$ cat config.mk
export PLATFORM = sky130hd
export DESIGN_NAME = ifetch_pq_flat
export DESIGN_NICKNAME = d
export VERILOG_FILES = /design/src/rtl/ifetch_pq_pkg.sv /design/src/rtl/wb_bus.sv /design/src/rtl/ifetch_pq_fifo.sv /design/src/rtl/ifetch_pq.sv /design/src/flat_wrapper.sv
export SDC_FILE = /design/constraint.sdc
export NUM_CORES = 1
export LEC_CHECK = 0
export CAP_MARGIN = 30
export CORE_UTILIZATION = 60
export CTS_CLUSTER_SIZE = 40
export DETAILED_ROUTE_END_ITERATION = 10
export PLACE_DENSITY = 0.85
export REMOVE_ABC_BUFFERS = 1
export SLEW_MARGIN = 20
export SYNTH_ARGS = -nofsm -noshare
export SYNTH_HDL_FRONTEND = slang
export SYNTH_SLANG_ARGS = --single-unit
export TNS_END_PERCENT = 20
$ cat constraint.sdc
create_clock -name clk_i -period 13.4 [get_ports clk_i]
set_clock_uncertainty 0.1 [all_clocks]
set_input_delay 2.01 -clock clk_i [delete_from_list [all_inputs] [get_ports clk_i]]
set_output_delay 2.01 -clock clk_i [all_outputs]
set_load 0.01 [all_outputs]
$ cat src/rtl/ifetch_pq_pkg.sv
// Shared fetch-stage types for the bexkat1 prefetching fetch unit.
// Entry layout is {err, word}; err entries carry a zero word.
package bexkat1Def;

    typedef enum logic [1:0] {
        S_RESET,
        S_FETCH,
        S_FETCH2,
        S_FAULT
    } fetch_state_t;

    localparam int INSN_LONG_BIT = 0;
    localparam int FETCH_ENTRY_W = 33;

    typedef struct packed {
        logic        err;
        logic [31:0] word;
    } fetch_entry_t;

endpackage

$ cat src/rtl/wb_bus.sv
// Pipelined Wishbone bus bundle, master and slave views.
// dat_i carries read data towards the master.
interface wb_bus;
    logic        cyc;
    logic        stb;
    logic [31:0] adr;
    logic        we;
    logic [3:0]  sel;
    logic [31:0] dat_o;
    logic [31:0] dat_i;
    logic        ack;
    logic        err;
    logic        stall;

    modport master (
        output cyc, stb, adr, we, sel, dat_o,
        input  dat_i, ack, err, stall
    );

    modport slave (
        input  cyc, stb, adr, we, sel, dat_o,
        output dat_i, ack, err, stall
    );
endinterface

$ cat src/rtl/ifetch_pq_fifo.sv
// Prefetch buffer: first-word-fall-through FIFO with occupancy count.
// A push while full is accepted only when a pop frees the slot.
module ifetch_pq_fifo #(
    parameter int AWIDTH = 3,
    parameter int DWIDTH = 33
) (
    input  logic              clk_i,
    input  logic              rst_i,
    input  logic              push,
    input  logic              pop,
    input  logic [DWIDTH-1:0] wdata,
    output logic [DWIDTH-1:0] rdata,
    output logic              empty,
    output logic [AWIDTH:0]   count
);
    localparam int PW = AWIDTH + 1;

    logic [DWIDTH-1:0] mem [2**AWIDTH];
    logic [PW-1:0]     wr_ptr;
    logic [PW-1:0]     rd_ptr;
    logic              full;
    logic              wr_en;
    logic              rd_en;

    assign count = wr_ptr - rd_ptr;
    assign empty = count == '0;
    assign full  = count[AWIDTH];
    assign wr_en = push && (!full || pop);
    assign rd_en = pop && !empty;
    assign rdata = mem[rd_ptr[AWIDTH-1:0]];

    always_ff @(posedge clk_i) begin
        if (rst_i) begin
            wr_ptr <= '0;
            rd_ptr <= '0;
        end else begin
            if (wr_en) wr_ptr <= wr_ptr + PW'(1);
            if (rd_en) rd_ptr <= rd_ptr + PW'(1);
        end
    end

    always_ff @(posedge clk_i) begin
        if (wr_en) mem[wr_ptr[AWIDTH-1:0]] <= wdata;
    end

endmodule

$ cat src/rtl/ifetch_pq.sv
// Prefetching fetch unit: credit-limited pipelined Wishbone reads,
// redirect with stale-response discard, 32/64-bit instruction assembly.
module ifetch_pq #(
    parameter int unsigned DEPTH    = 8,
    parameter int unsigned MAX_OUT  = 4,
    parameter logic [31:0] RESET_PC = 32'h0
) (
    input  logic        clk_i,
    input  logic        rst_i,
    wb_bus.master       bus,
    input  logic        pc_set,
    input  logic [31:0] pc_in,
    input  logic        stall_i,
    output logic [63:0] ir,
    output logic        ir_valid,
    output logic [31:0] pc,
    output logic        fault,
    output logic [31:0] fault_adr
);
    import bexkat1Def::*;

    localparam int AW = $clog2(DEPTH);
    localparam int CW = AW + 1;
    localparam int SW = CW + 1;

    fetch_state_t  state;
    fetch_entry_t  wr_entry;
    fetch_entry_t  rd_entry;
    logic [31:0]   adr;
    logic [31:0]   fetch_ptr;
    logic [31:0]   low;
    logic [31:0]   low_pc;
    logic [CW-1:0] outstanding;
    logic [CW-1:0] discard;
    logic [CW-1:0] count;
    logic [SW-1:0] credit_use;
    logic          stb;
    logic          req_acc;
    logic          resp;
    logic          push;
    logic          pop;
    logic          empty;
    logic          is_long;
    logic          pop_err;
    logic          pop_hi;
    logic          pop_lo;

    // Credits cover both in-flight reads and buffered words.
    assign credit_use = {1'b0, outstanding} + {1'b0, count};

    assign stb = state != S_RESET
              && state != S_FAULT
              && !pc_set
              && outstanding < CW'(MAX_OUT)
              && credit_use < SW'(DEPTH);

    assign req_acc = stb && !bus.stall;
    assign resp    = bus.ack || bus.err;
    assign push    = resp && discard == '0 && !pc_set;

    assign wr_entry.err  = bus.err;
    assign wr_entry.word = bus.err ? 32'h0 : bus.dat_i;

    assign pop = !stall_i && !pc_set && !empty
              && (state == S_FETCH || state == S_FETCH2);

    assign is_long = rd_entry.word[INSN_LONG_BIT];
    assign pop_err = pop && rd_entry.err;
    assign pop_hi  = pop && !rd_entry.err && state == S_FETCH2;
    assign pop_lo  = pop && !rd_entry.err && state == S_FETCH && is_long;

    assign bus.cyc   = stb || outstanding != '0;
    assign bus.stb   = stb;
    assign bus.adr   = adr;
    assign bus.we    = 1'b0;
    assign bus.sel   = 4'hf;
    assign bus.dat_o = 32'h0;

    ifetch_pq_fifo #(
        .AWIDTH (AW),
        .DWIDTH (FETCH_ENTRY_W)
    ) u_fifo (
        .clk_i (clk_i),
        .rst_i (rst_i || pc_set),
        .push  (push),
        .pop   (pop),
        .wdata (wr_entry),
        .rdata (rd_entry),
        .empty (empty),
        .count (count)
    );

    always_ff @(posedge clk_i) begin
        if (rst_i) begin
            state       <= S_RESET;
            adr         <= RESET_PC;
            fetch_ptr   <= RESET_PC;
            low         <= '0;
            low_pc      <= '0;
            outstanding <= '0;
            discard     <= '0;
            ir          <= '0;
            ir_valid    <= 1'b0;
            pc          <= RESET_PC;
            fault       <= 1'b0;
            fault_adr   <= '0;
        end else begin
            outstanding <= outstanding + CW'(req_acc) - CW'(resp);
            if (req_acc) adr <= adr + 32'd4;
            if (pc_set) begin
                discard   <= outstanding - CW'(resp);
                adr       <= pc_in;
                fetch_ptr <= pc_in;
                ir        <= '0;
                ir_valid  <= 1'b0;
                state     <= S_FETCH;
                fault     <= 1'b0;
            end else begin
                if (resp && discard != '0) discard <= discard - CW'(1);
                if (state == S_RESET) state <= S_FETCH;
                if (!stall_i) begin
                    if (pop) fetch_ptr <= fetch_ptr + 32'd4;
                    unique case (1'b1)
                        !pop: begin
                            ir       <= '0;
                            ir_valid <= 1'b0;
                        end
                        pop_err: begin
                            fault     <= 1'b1;
                            fault_adr <= fetch_ptr;
                            ir        <= '0;
                            ir_valid  <= 1'b0;
                            state     <= S_FAULT;
                        end
                        pop_hi: begin
                            ir       <= {rd_entry.word, low};
                            ir_valid <= 1'b1;
                            pc       <= low_pc;
                            state    <= S_FETCH;
                        end
                        pop_lo: begin
                            low      <= rd_entry.word;
                            low_pc   <= fetch_ptr;
                            ir       <= '0;
                            ir_valid <= 1'b0;
                            state    <= S_FETCH2;
                        end
                        default: begin
                            ir       <= {32'h0, rd_entry.word};
                            ir_valid <= 1'b1;
                            pc       <= fetch_ptr;
                        end
                    endcase
                end
            end
        end
    end

endmodule

$ cat src/flat_wrapper.sv
// flat-port wrapper written by rule: the top's interface ports become plain ports
module ifetch_pq_flat import bexkat1Def::*;
#(
    parameter int unsigned DEPTH    = 8,
    parameter int unsigned MAX_OUT  = 4,
    parameter logic [31:0] RESET_PC = 32'h0
)
  (clk_i, rst_i, pc_set, pc_in, stall_i, ir, ir_valid, pc, fault, fault_adr, bus_cyc, bus_stb, bus_adr, bus_we, bus_sel, bus_dat_o, bus_dat_i, bus_ack, bus_err, bus_stall);
  wb_bus bus_i ();
  input  logic clk_i;
  input  logic rst_i;
  input  logic pc_set;
  input  logic [31:0] pc_in;
  input  logic stall_i;
  output logic [63:0] ir;
  output logic ir_valid;
  output logic [31:0] pc;
  output logic fault;
  output logic [31:0] fault_adr;
  output wire logic [$bits(bus_i.cyc)-1:0] bus_cyc;
  output wire logic [$bits(bus_i.stb)-1:0] bus_stb;
  output wire logic [$bits(bus_i.adr)-1:0] bus_adr;
  output wire logic [$bits(bus_i.we)-1:0] bus_we;
  output wire logic [$bits(bus_i.sel)-1:0] bus_sel;
  output wire logic [$bits(bus_i.dat_o)-1:0] bus_dat_o;
  input wire logic [$bits(bus_i.dat_i)-1:0] bus_dat_i;
  input wire logic [$bits(bus_i.ack)-1:0] bus_ack;
  input wire logic [$bits(bus_i.err)-1:0] bus_err;
  input wire logic [$bits(bus_i.stall)-1:0] bus_stall;
  assign bus_cyc = bus_i.cyc;
  assign bus_stb = bus_i.stb;
  assign bus_adr = bus_i.adr;
  assign bus_we = bus_i.we;
  assign bus_sel = bus_i.sel;
  assign bus_dat_o = bus_i.dat_o;
  assign bus_i.dat_i = bus_dat_i;
  assign bus_i.ack = bus_ack;
  assign bus_i.err = bus_err;
  assign bus_i.stall = bus_stall;
  ifetch_pq #(.DEPTH(DEPTH), .MAX_OUT(MAX_OUT), .RESET_PC(RESET_PC)) u_core (.clk_i(clk_i), .rst_i(rst_i), .bus(bus_i), .pc_set(pc_set), .pc_in(pc_in), .stall_i(stall_i), .ir(ir), .ir_valid(ir_valid), .pc(pc), .fault(fault), .fault_adr(fault_adr));
endmodule
==> results by group <==
GRT
  – First-pass GRT wire length: around 87 mm
  – Congestion Overflow GR: 0
  – Vias in the first global route: ~16000
  – Initial antenna violation count: 0
  – Tot GR Track Use: 0.291
  – Largest net degree at the start of global routing: between 90 and 100

STA
  – RSZ-0062 raised after global routing: false
  – Max Clk Rate: between 150 and 200 MHz
  – Fin worst setup slack: between 7 and 8 ns
  – Worst slew margin relative to its limit: 0.351
  – Final period utilization: 0.469
  – Period minus WS final: between 6 and 7 ns
  – Final hold violations: 0
  – Final setup TNS: 0 ns
  – Worst-Margin Slew: ~0.97 ns
  – Max Slew Vio Count: 0
  – Endpoints failing setup: 0

Floorplanning
  – Initial cell density of the core: 0.608
  – Die area: about 0.039 sq mm
  – IO Count: between 200 and 300
  – Die extent in x: about 200 microns
  – Core Rows: 71
  – Die extent in y: 197 microns
  – Core area: ~0.038 sq mm

Yosys
  – Yosys warnings: 0
  – Share of the synthesized area in the top cell type: 0.347
  – Share of flip-flops with an asynchronous set or reset: 0
  – Post-Syn Area per Cell: approximately 12 sq um
  – Top post-synthesis cells by count: dfxtp_1, edfxtp_1, nand2_1
  – Synth Instances: approximately 1900
  – Post-synth EDFFs: 264
  – Post-Syn Area: 0.0228 sq mm
  – Synth cell types: 70
  – Largest area contributor in the netlist: edfxtp_1
  – Sequential-to-total area share from yosys stat: 0.592
  – Count leader, synth: dfxtp_1
  – Main synth FF type: dfxtp_1
  – #FFs+latches synth: about 540
  – Dominant cells by area after synthesis: edfxtp_1, dfxtp_1, mux4_2, a21oi_1, mux2i_1

Placed design
  – I/O Buffers: 234
  – Dpl ws: 7.41 ns
  – Placed Instances: approximately 2500
  – Routability congestion estimate: approximately 0.86
  – Dpl hpwl: 34.5 mm

Job
  – Max-cap viol count: 0

CTS
  – Post-CTS setup buffer count: 0
  – Clock transition at path regs: approximately 0.060 ns
  – Clk buf depth: 3
  – Hold_buf cts: 0
  – Clock sink total: between 500 and 600
  – CTS Buf Count: 51
  – CTS HTree Levels: 2
  – Resize count post-CTS: 0
  – CTS root buf: clkbuf_16
  – CTS tree: built
  – Skew-Pair Late Insertion Delay: about 0.57 ns

Detailed routing
  – Vias: around 16000
  – Avg WL per Cell: between 20 and 25 microns
  – Routed Antenna Nets: 0
  – DR iter-0 viols: roughly 1500
  – Final wirelength: approximately 57 mm
  – Via density per instance: around 6.3
  – Drt first pass iters: 8
  – Drt drc: 0

Power
  – Total power draw: 3.53 mW
  – Leakage: between 8 and 9 nW
  – Peak supply drop: ~0.11 mV
  – PD cells: roughly 130 mW/mm^2

Min path
  – Hold Path Depth: 2
  – Worst Hold Class: reg -> reg

Finish
  – ANT cells: 0
  – Non-filler instance count after layout: 2615
  – Nets@finish: around 2200
  – # fillers: between 2000 and 2500
  – Area growth from synthesis to layout: 18.7%
  – Layout cell share with drive strength beyond 1: 0.120

Worst setup path
  – Maximum fanout along the worst path: 9
  – CP required: between 10 and 15 ns
  – CP Capture Type: output port
  – FF-to-FF path depth: 12
  – CP Class: reg -> out
  – Critical Path Source Type: flop
  – CP arrival: about 4.2 ns

Status
  – Status: complete, no violations
-- worst max-delay path, stage by stage, from the launching register on --
cell	delay, ns
dfxtp_1	0.58
ha_1	0.37
and3b_1	0.23
o21ai_1	0.63
nand2_1	0.15
ha_1	0.31
nor4_1	0.29
nand3_1	0.24
o2111ai_1	0.25
clkdlybuf4s50_1	0.56
-- stage by stage --
stage	util	area, sq um	hold WS, ns
2_1_floorplan	-	22000	0.337
3_3_place_gp	0.673	25300	0.337
3_5_place_dp	0.675	25400	0.346
4_1_cts	0.721	27100	0.357
5_1_grt	0.721	27100	0.378
6_report	0.721	27100	0.355
-- flip-flops by register name, summed over array words and instances, names as in the netlist, named ones only --
register	count
u_core.discard	4
u_core.fault	1
u_core.low_pc	32
u_core.fault_adr	32
u_core.u_fifo.wr_ptr	4
u_core.ir	64
u_core.low	32
u_core.u_fifo.rd_ptr	4
u_core.state	2
u_core.outstanding	4
u_core.u_fifo.mem	264
u_core.pc	32
u_core.fetch_ptr	32
u_core.bus.adr	32
u_core.ir_valid	1
-- final timing paths --
kind | start | endpoint | slack [ns]
setup / recovery | u_core.u_fifo.wr_ptr[2]$_SDFFE_PP0P_ | bus_cyc | 7.11
hold / removal | u_core.fault_adr[25]$_SDFFE_PP0P_ | u_core.fault_adr[25]$_SDFFE_PP0P_ | 0.36
setup reg to reg | u_core.u_fifo.wr_ptr[0]$_SDFFE_PP0P_ | u_core.pc[8]$_SDFFE_PP0P_ | 8.62
hold reg to reg | u_core.fault_adr[25]$_SDFFE_PP0P_ | u_core.fault_adr[25]$_SDFFE_PP0P_ | 0.36
-- cells by family after synthesis --
family | Yosys count | synth area share
muxes | 138 | 0.0962
DFF | 543 | 0.592
other | 2 | 0.000329
buffers and inverters | 263 | 0.0539
adders and majority gates | 24 | 0.0138
xor gates and xnor gates | 18 | 0.00691
AOI/OAI and AO/OA | 462 | 0.139
and+or+nand+nor | 443 | 0.0979
-- power by group --
part | internal, mW | switching [mW]
clock network | 0.842 | 0.625
logic | 0.108 | 0.150
registers | 1.77 | 0.0343
-- routing by layer --
metal / routed length [microns] / global-route usage
met5: 0 / 0
met4: 1740 / 0.114
met3: 4940 / 0.0524
met2: 27900 / 0.487
met1: 22700 / 0.378
-- final cells by class --
cell class / count / area, sq um / area share
multi-input combinational: 1122 / 8310 / 0.306
tap: 511 / 639 / 0.0236
inverter: 81 / 304 / 0.0112
timing repair buffer: 264 / 2620 / 0.0965
sequential: 543 / 13500 / 0.499
clock inverter: 22 / 183 / 0.00674
clock buffer: 72 / 1540 / 0.0568
-- placed cells by master, fill, tap and decap left out, types with 17 or more instances in the layout --
master / count
a211oi_1: 71
a21bo_2: 32
a21oi_1: 163
buf_4: 26
clkbuf_16: 54
clkdlybuf4s50_1: 231
conb_1: 37
dfxtp_1: 276
edfxtp_1: 264
ha_1: 21
inv_1: 81
mux2i_1: 72
mux4_2: 64
nand2_1: 174
nand3_1: 54
nand4_1: 18
nor2_1: 39
nor2b_1: 41
nor3_1: 21
nor4_1: 17
o21ai_0: 42
o221ai_1: 28
o31a_1: 38
(Power assumes the default switching activity.)
